`src/rtl/bsg_alu_operand_sequencer_pkg.sv`:
```
// Shared types for the ALU operand sequencer: control code type, sequencer
// states and a width-parameterised record layout.
package bsg_alu_operand_sequencer_pkg;

    // Width of the bsg_alu control field and the number of codes it can encode.
    localparam int bsg_alu_ctrl_width_gp = 2;
    localparam int bsg_alu_num_ctrl_gp   = 1 << bsg_alu_ctrl_width_gp;

    typedef logic [bsg_alu_ctrl_width_gp-1:0] bsg_alu_ctrl_t;

    // Sequencer states: waiting for an operand pair, or walking the enabled codes.
    typedef enum logic {
        e_idle,
        e_sweep
    } bsg_alu_seq_state_e;

endpackage

`ifndef BSG_ALU_RECORD_S
`define BSG_ALU_RECORD_S
// Result record as emitted to the consumer: the code and operands that were
// applied to bsg_alu, the captured result, and a flag marking the final code.
`define BSG_ALU_RECORD_STRUCT(w) \
    struct packed { \
        bsg_alu_ctrl_t  ctrl; \
        logic [w-1:0]   a; \
        logic [w-1:0]   b; \
        logic [w-1:0]   res; \
        logic           last; \
    }
`endif

```
`src/rtl/bsg_alu_operand_sequencer_if.sv`:
```
// Bundle of every handshake and datapath signal between the sequencer, its
// operand producer, the attached bsg_alu and the record consumer.
// The slave modport is the sequencer's view; master is the environment's view.
interface bsg_alu_operand_sequencer_if
    import bsg_alu_operand_sequencer_pkg::*;
    #(parameter int width_p = 4);

    // Operand pair input channel (valid/ready).
    logic                 v_i;
    logic [width_p-1:0]   a_i;
    logic [width_p-1:0]   b_i;
    logic                 ready_o;

    // Drive to / result from the combinational bsg_alu.
    bsg_alu_ctrl_t        alu_control_o;
    logic [width_p-1:0]   alu_a_o;
    logic [width_p-1:0]   alu_b_o;
    logic [width_p-1:0]   alu_res_i;

    // Result record output channel (valid/yumi).
    logic                 v_o;
    bsg_alu_ctrl_t        control_o;
    logic [width_p-1:0]   a_o;
    logic [width_p-1:0]   b_o;
    logic [width_p-1:0]   res_o;
    logic                 last_o;
    logic                 yumi_i;

    // Status.
    logic                 busy_o;

    modport slave (
        input  v_i, a_i, b_i, alu_res_i, yumi_i,
        output ready_o, alu_control_o, alu_a_o, alu_b_o,
               v_o, control_o, a_o, b_o, res_o, last_o, busy_o
    );

    modport master (
        output v_i, a_i, b_i, alu_res_i, yumi_i,
        input  ready_o, alu_control_o, alu_a_o, alu_b_o,
               v_o, control_o, a_o, b_o, res_o, last_o, busy_o
    );

endinterface

```
`src/rtl/bsg_alu_operand_sequencer_result_slot.sv`:
```
// One-entry valid/yumi output register. An enqueue always wins over a
// dequeue in the same cycle, so a consumer that takes the held record while
// a new one arrives sees back-to-back records with no bubble.
module bsg_alu_operand_sequencer_result_slot #(
    parameter int width_p = 1
) (
    input  logic               clk_i,
    input  logic               reset_i,
    input  logic               enq_i,
    input  logic [width_p-1:0] data_i,
    input  logic               yumi_i,
    output logic               v_o,
    output logic [width_p-1:0] data_o
);

    logic               v_r;
    logic [width_p-1:0] data_r;

    // Slot occupancy and payload: load on enqueue, empty on a bare dequeue.
    always_ff @(posedge clk_i) begin
        // NOTE: sequential state uses non-blocking assignments so every register
        // samples pre-edge values regardless of statement order.
        if (reset_i) begin
            v_r    <= 1'b0;
            // NOTE: the payload is a single register, not a memory array, so it is
            // cleared on reset to give a defined record value after reset.
            data_r <= '0;
        end else if (enq_i) begin
            v_r    <= 1'b1;
            data_r <= data_i;
        end else if (yumi_i) begin
            v_r    <= 1'b0;
        end
    end

    assign v_o    = v_r;
    assign data_o = data_r;

endmodule

```
`src/rtl/bsg_alu_operand_sequencer.sv`:
```
// Upstream feeder and result collector for a combinational bsg_alu.
// Each accepted operand pair is swept through every control code enabled in
// op_mask_p, in ascending order; each ALU result is captured into a one-entry
// slot and offered as a {control, a, b, res, last} record over valid/yumi.
// A stalled consumer freezes the sweep, so the ALU inputs hold steady.
module bsg_alu_operand_sequencer
    import bsg_alu_operand_sequencer_pkg::*;
#(
    // Operand/result width; must match the interface instance and the bsg_alu.
    parameter int                             width_p   = 4,
    // Bit k set means control code k is issued for every pair.
    parameter logic [bsg_alu_num_ctrl_gp-1:0] op_mask_p = 4'b1111
) (
    input  logic                               clk_i,
    input  logic                               reset_i,
    bsg_alu_operand_sequencer_if.slave         io
);

    // An empty mask would leave the sequencer nothing to issue.
    if (op_mask_p == '0) begin : g_bad_mask
        $error("bsg_alu_operand_sequencer: op_mask_p must enable at least one code");
    end

    // Lowest enabled code: where every sweep starts.
    function automatic bsg_alu_ctrl_t first_code(input logic [bsg_alu_num_ctrl_gp-1:0] mask);
        first_code = '0;
        for (int k = bsg_alu_num_ctrl_gp - 1; k >= 0; k--) begin
            if (mask[k]) first_code = bsg_alu_ctrl_t'(k);
        end
    endfunction

    // Highest enabled code: the record carrying it is flagged last.
    function automatic bsg_alu_ctrl_t last_code(input logic [bsg_alu_num_ctrl_gp-1:0] mask);
        last_code = '0;
        for (int k = 0; k < bsg_alu_num_ctrl_gp; k++) begin
            if (mask[k]) last_code = bsg_alu_ctrl_t'(k);
        end
    endfunction

    // Next enabled code above cur; wraps to the first code past the top so the
    // op register always holds a legal code.
    function automatic bsg_alu_ctrl_t next_code(input logic [bsg_alu_num_ctrl_gp-1:0] mask,
                                                input bsg_alu_ctrl_t                  cur);
        logic found;
        next_code = first_code(mask);
        found     = 1'b0;
        for (int k = 0; k < bsg_alu_num_ctrl_gp; k++) begin
            if (!found && (k > int'(cur)) && mask[k]) begin
                next_code = bsg_alu_ctrl_t'(k);
                found     = 1'b1;
            end
        end
    endfunction

    localparam bsg_alu_ctrl_t first_code_lp = first_code(op_mask_p);
    localparam bsg_alu_ctrl_t last_code_lp  = last_code(op_mask_p);

    typedef `BSG_ALU_RECORD_STRUCT(width_p) record_t;

    bsg_alu_seq_state_e   state_r, state_n;
    bsg_alu_ctrl_t        op_r, op_n;
    logic [width_p-1:0]   a_r, a_n;
    logic [width_p-1:0]   b_r, b_n;

    logic                 capture;
    logic                 slot_v;
    record_t              enq_rec;
    record_t              slot_rec;

    // A result is taken whenever sweeping and the slot is free or being emptied.
    assign capture = (state_r == e_sweep) & (~slot_v | io.yumi_i);

    // Sequencer registers: state, current code and latched operands.
    always_ff @(posedge clk_i) begin
        if (reset_i) begin
            state_r <= e_idle;
            op_r    <= '0;
            a_r     <= '0;
            b_r     <= '0;
        end else begin
            state_r <= state_n;
            op_r    <= op_n;
            a_r     <= a_n;
            b_r     <= b_n;
        end
    end

    // Next-state logic: accept a pair in idle, step through codes on each capture.
    always_comb begin
        // NOTE: every variable gets a default before the case so no path leaves
        // one unassigned, which would otherwise infer a latch.
        state_n = state_r;
        op_n    = op_r;
        a_n     = a_r;
        b_n     = b_r;
        case (state_r)
            e_idle: begin
                if (io.v_i) begin
                    a_n     = io.a_i;
                    b_n     = io.b_i;
                    op_n    = first_code_lp;
                    state_n = e_sweep;
                end
            end
            e_sweep: begin
                if (capture) begin
                    op_n = next_code(op_mask_p, op_r);
                    if (op_r == last_code_lp) state_n = e_idle;
                end
            end
            default: state_n = e_idle;
        endcase
    end

    // Record formed from exactly what is being applied to the ALU this cycle.
    always_comb begin
        enq_rec      = '0;
        enq_rec.ctrl = op_r;
        enq_rec.a    = a_r;
        enq_rec.b    = b_r;
        enq_rec.res  = io.alu_res_i;
        enq_rec.last = (op_r == last_code_lp);
    end

    bsg_alu_operand_sequencer_result_slot #(
        .width_p ($bits(record_t))
    ) slot (
        .clk_i   (clk_i),
        .reset_i (reset_i),
        .enq_i   (capture),
        .data_i  (enq_rec),
        .yumi_i  (io.yumi_i),
        .v_o     (slot_v),
        .data_o  (slot_rec)
    );

    // ALU drive comes straight from the registers, so it holds while stalled.
    assign io.alu_control_o = op_r;
    assign io.alu_a_o       = a_r;
    assign io.alu_b_o       = b_r;

    // Handshake/status outputs are forced low for the whole reset cycle.
    assign io.ready_o   = (state_r == e_idle)  & ~reset_i;
    assign io.busy_o    = (state_r == e_sweep) & ~reset_i;
    assign io.v_o       = slot_v & ~reset_i;

    assign io.control_o = slot_rec.ctrl;
    assign io.a_o       = slot_rec.a;
    assign io.b_o       = slot_rec.b;
    assign io.res_o     = slot_rec.res;
    assign io.last_o    = slot_rec.last;

    // The consumer may only take a record that is on offer.
    a_yumi_needs_v: assert property (@(posedge clk_i) disable iff (reset_i) io.yumi_i |-> slot_v)
        else $error("bsg_alu_operand_sequencer: yumi_i asserted without v_o");

endmodule

```
`src/flat_wrapper.sv`:
```
// flat-port wrapper written by rule: the top's interface ports become plain ports
module bsg_alu_operand_sequencer_flat import bsg_alu_operand_sequencer_pkg::*;
#(
                                                                               
    parameter int                             width_p   = 4,
                                                               
    parameter logic [bsg_alu_num_ctrl_gp-1:0] op_mask_p = 4'b1111
)
  (clk_i, reset_i, io_v_i, io_a_i, io_b_i, io_alu_res_i, io_yumi_i, io_ready_o, io_alu_control_o, io_alu_a_o, io_alu_b_o, io_v_o, io_control_o, io_a_o, io_b_o, io_res_o, io_last_o, io_busy_o);
  bsg_alu_operand_sequencer_if #(.width_p(width_p)) io_i ();
  input  logic clk_i;
  input  logic reset_i;
  input wire logic [$bits(io_i.v_i)-1:0] io_v_i;
  input wire logic [$bits(io_i.a_i)-1:0] io_a_i;
  input wire logic [$bits(io_i.b_i)-1:0] io_b_i;
  input wire logic [$bits(io_i.alu_res_i)-1:0] io_alu_res_i;
  input wire logic [$bits(io_i.yumi_i)-1:0] io_yumi_i;
  output wire logic [$bits(io_i.ready_o)-1:0] io_ready_o;
  output wire logic [$bits(io_i.alu_control_o)-1:0] io_alu_control_o;
  output wire logic [$bits(io_i.alu_a_o)-1:0] io_alu_a_o;
  output wire logic [$bits(io_i.alu_b_o)-1:0] io_alu_b_o;
  output wire logic [$bits(io_i.v_o)-1:0] io_v_o;
  output wire logic [$bits(io_i.control_o)-1:0] io_control_o;
  output wire logic [$bits(io_i.a_o)-1:0] io_a_o;
  output wire logic [$bits(io_i.b_o)-1:0] io_b_o;
  output wire logic [$bits(io_i.res_o)-1:0] io_res_o;
  output wire logic [$bits(io_i.last_o)-1:0] io_last_o;
  output wire logic [$bits(io_i.busy_o)-1:0] io_busy_o;
  assign io_i.v_i = io_v_i;
  assign io_i.a_i = io_a_i;
  assign io_i.b_i = io_b_i;
  assign io_i.alu_res_i = io_alu_res_i;
  assign io_i.yumi_i = io_yumi_i;
  assign io_ready_o = io_i.ready_o;
  assign io_alu_control_o = io_i.alu_control_o;
  assign io_alu_a_o = io_i.alu_a_o;
  assign io_alu_b_o = io_i.alu_b_o;
  assign io_v_o = io_i.v_o;
  assign io_control_o = io_i.control_o;
  assign io_a_o = io_i.a_o;
  assign io_b_o = io_i.b_o;
  assign io_res_o = io_i.res_o;
  assign io_last_o = io_i.last_o;
  assign io_busy_o = io_i.busy_o;
  bsg_alu_operand_sequencer #(.width_p(width_p), .op_mask_p(op_mask_p)) u_core (.clk_i(clk_i), .reset_i(reset_i), .io(io_i));
endmodule
```
`config.mk`:
```
export PLATFORM = sky130hd
export DESIGN_NAME = bsg_alu_operand_sequencer_flat
export DESIGN_NICKNAME = d
export VERILOG_FILES = /design/src/rtl/bsg_alu_operand_sequencer_pkg.sv /design/src/rtl/bsg_alu_operand_sequencer_if.sv /design/src/rtl/bsg_alu_operand_sequencer_result_slot.sv /design/src/rtl/bsg_alu_operand_sequencer.sv /design/src/flat_wrapper.sv
export SDC_FILE = /design/constraint.sdc
export NUM_CORES = 1
export LEC_CHECK = 0
export ABC_AREA = 0
export BUFFER_PORTS_ARGS = -buffer_cell sky130_fd_sc_hd__buf_2
export CAP_MARGIN = 20
export CORE_MARGIN = 2
export CORE_UTILIZATION = 42
export DETAILED_ROUTE_END_ITERATION = 7
export GPL_ROUTABILITY_DRIVEN = 0
export PLACE_DENSITY = 0.73
export SKIP_CTS_REPAIR_TIMING = 1
export SLEW_MARGIN = 20
export SYNTH_ARGS = -nofsm -noshare
export SYNTH_HDL_FRONTEND = slang
export SYNTH_SLANG_ARGS = --single-unit
export TNS_END_PERCENT = 5
```
`constraint.sdc`:
```
create_clock -name clk_i -period 1.2 [get_ports clk_i]
set_clock_uncertainty 0.2 [all_clocks]
set_input_delay 0 -clock clk_i [delete_from_list [all_inputs] [get_ports clk_i]]
set_output_delay 0 -clock clk_i [all_outputs]
set_load 0.02 [all_outputs]
```
==> results.yml <==
routing:
  drt_wl_total_mm: 2.87
  dr_total_vias: 1111
  first_iter_violations: 21
  firstDrtPassIters: 4
  drtAntennaViolNets: 0
  viasPerCell: 5.10
  drc_errors: 0
  avgRoutedWirePerCell_um: 13.2
layout:
  mostFrequentLayoutCells: "buf_2, dfxtp_1, a21oi_1"
  n_fill_cell: 231
  layout-drive-gt1-share_pct: 36.2
  stdcell_area_mm2: 0.00156
  diodes: 0
  mostFrequentLayoutCell: "buf_2"
  fin_util_pct: 61.9
  final_nets: 206
  area_growth_pct: 38.2
clock_network:
  h-tree-depth: 1
  cts_sinks: 27
  root_buffer: "clkbuf_4"
  clk-insertion-delay-late_ns: 0.32
  cts_buffers: 3
  cts_tree: "built"
  clockBufferDepth: 2
  clk_pin_slew_worst_paths_ns: 0.14
power_and_ir_drop:
  power.density_mw_per_mm2: 1090
  finalPower_mw: 1.70
  leakagePower_nw: 0.684
  vdd_drop_max_mv: 0.874
grt:
  grt-ovfl-total: 0
  grt_antenna_before_repair: 0
  grt_usage_pct: 16.0
  grt_pass1_vias: 953
  grt_pass1_wl_mm: 4.06
  grt_max_degree: 22
setup_path:
  cp_cell_sequence: "inv_4, buf_6, nor2_4, buf_6"
  start_kind: "flop"
  crit_top_cell: "buf_6"
  cpMaxStageDelayCell: "dfxtp_4"
  timing_worst_setup_path_type: "reg -> out"
  cpPeakStageDelay_ns: 0.41
  cp_max_fo: 6
  cp_data_required_time_ns: 1.00
  worstPathArrival_ns: 1.11
  endpoint_kind: "output port"
timing:
  max_clock_freq_ghz: 0.762
  setup_violations: 7
  final-max-slew-violation-count: 0
  finalWorstSetupSlack_ns: -0.112
  period_share_pct: 109
  worst_pin_slew_ns: 0.460
  worst_hold_slack_ns: -0.0774
  rsz0062_at_grt: "yes"
  final_hold_viol_count: 15
  min_period_ns: 1.31
  slew-limit-headroom_pct: 69.3
floorplan:
  die-area_mm2: 0.00312
  floorplan.die.width_um: 55.8
  die_y_um: 55.8
  initial_utilization_pct: 44.7
  core.rowCount: 18
  io_pins: 44
  core-area_mm2: 0.00252
yosys:
  synth.cell_area_mm2: 0.00113
  synth_top_area_share_pct: 47.9
  synthesis.nets: 155
  syn_avg_cell_area_um2: 8.18
  yosysTopAreaCell: "dfxtp_1"
  synth_area_leaders: "dfxtp_1, a21oi_1, buf_4, nand3_1, nand2_1"
  synth_cell_types: 21
  ys_ff_latch: 27
  synthCells: 138
  yosys_warnings: 0
  yosysSeqAreaShare_pct: 47.9
place:
  pre_cts_ws_ns: -0.151
  post-dp-hpwl_mm: 1.86
  dpl_cell_area_mm2: 0.00132
  portBuffers: 43
run_status:
  violations: "negative hold slack, negative setup slack"
  status: "finished, violations left"
run:
  cap_violations: 0
min_path:
  hold_path_class: "in -> reg"
==> synth_stat cells (all sizes together) <==
master,count
nand3,15
clkbuf,4
a211oi,1
buf,19
nor2,4
or3,1
nor2b,3
o21ai,16
ha,1
nand4b,1
nand2b,2
nand3b,1
a21oi,25
o211ai,1
inv,1
nand2,16
dfxtp,27
==> metal layers <==
layer	vias to the layer above	GRT usage, %	part of all wire, %
met2	27	28.4	52
met5	-	0	0
met3	4	3.02	3.4
met4	0	7.48	1.6
li1	560	-	-
met1	520	18.5	43
==> through the flow <==
step                cells  TNS [ns]
finish                218    -0.257
global route          218    -0.785
CTS                   204     -1.28
detailed placement    200    -0.313
global placement      200   -0.0767
floorplan             138    -0.187
==> layout make-up <==
type	count	area [um^2]	area share [%]
sequential	27	546	35.0
timing repair buffer	69	473	30.3
multi-input combinational	87	472	30.2
tap	30	37.5	2.41
clock buffer	4	26.3	1.68
inverter	1	6.26	0.401
==> worst paths after layout <==
path | start | end | slack (ns) | cells after the start
max | u_core.state_r$_SDFF_PP0_ | io_busy_o | -0.11 | 4
min | reset_i | u_core.slot.data_o[4]$_SDFFE_PP0P_ | -0.08 | 2
max reg2reg | u_core.state_r$_SDFF_PP0_ | u_core.slot.data_o[11]$_SDFFE_PP0P_ | -0.03 | 5
min reg2reg | u_core.io.alu_a_o[1]$_SDFFE_PP0P_ | u_core.io.alu_a_o[1]$_SDFFE_PP0P_ | 0.28 | 2
==> worst max-delay path: cells and delay by family, from the launching register on <==
kind | cells | cell delay, ns
buffers and inverters | 3 | 0.29
DFF | 1 | 0.41
and+or+nand+nor | 1 | 0.09
==> logic make-up (layout without fill, tap and decap cells) <==
kind of cell | after synthesis | count (layout) | synth area share (%)
simple gates | 43 | 43 | 18.1
buf+inv | 24 | 74 | 13.4
compound gates | 43 | 43 | 19.5
flops | 27 | 27 | 47.9
fa+ha+maj | 1 | 1 | 1.11
==> where the power goes <==
part,internal [mW],switching [mW]
Clock,0.130,0.260
Sequential,0.937,0.0290
Combinational,0.158,0.191
==> sequential cells by signal (all words and copies together), names as in the netlist <==
| name | cells |
|---|---|
| u_core.io.alu_a_o | 4 |
| u_core.io.alu_b_o | 4 |
| u_core.io.alu_control_o | 2 |
| u_core.slot.data_o | 15 |
| u_core.slot.v_o | 1 |
| u_core.state_r | 1 |
Power figures use the tool's default switching activity.
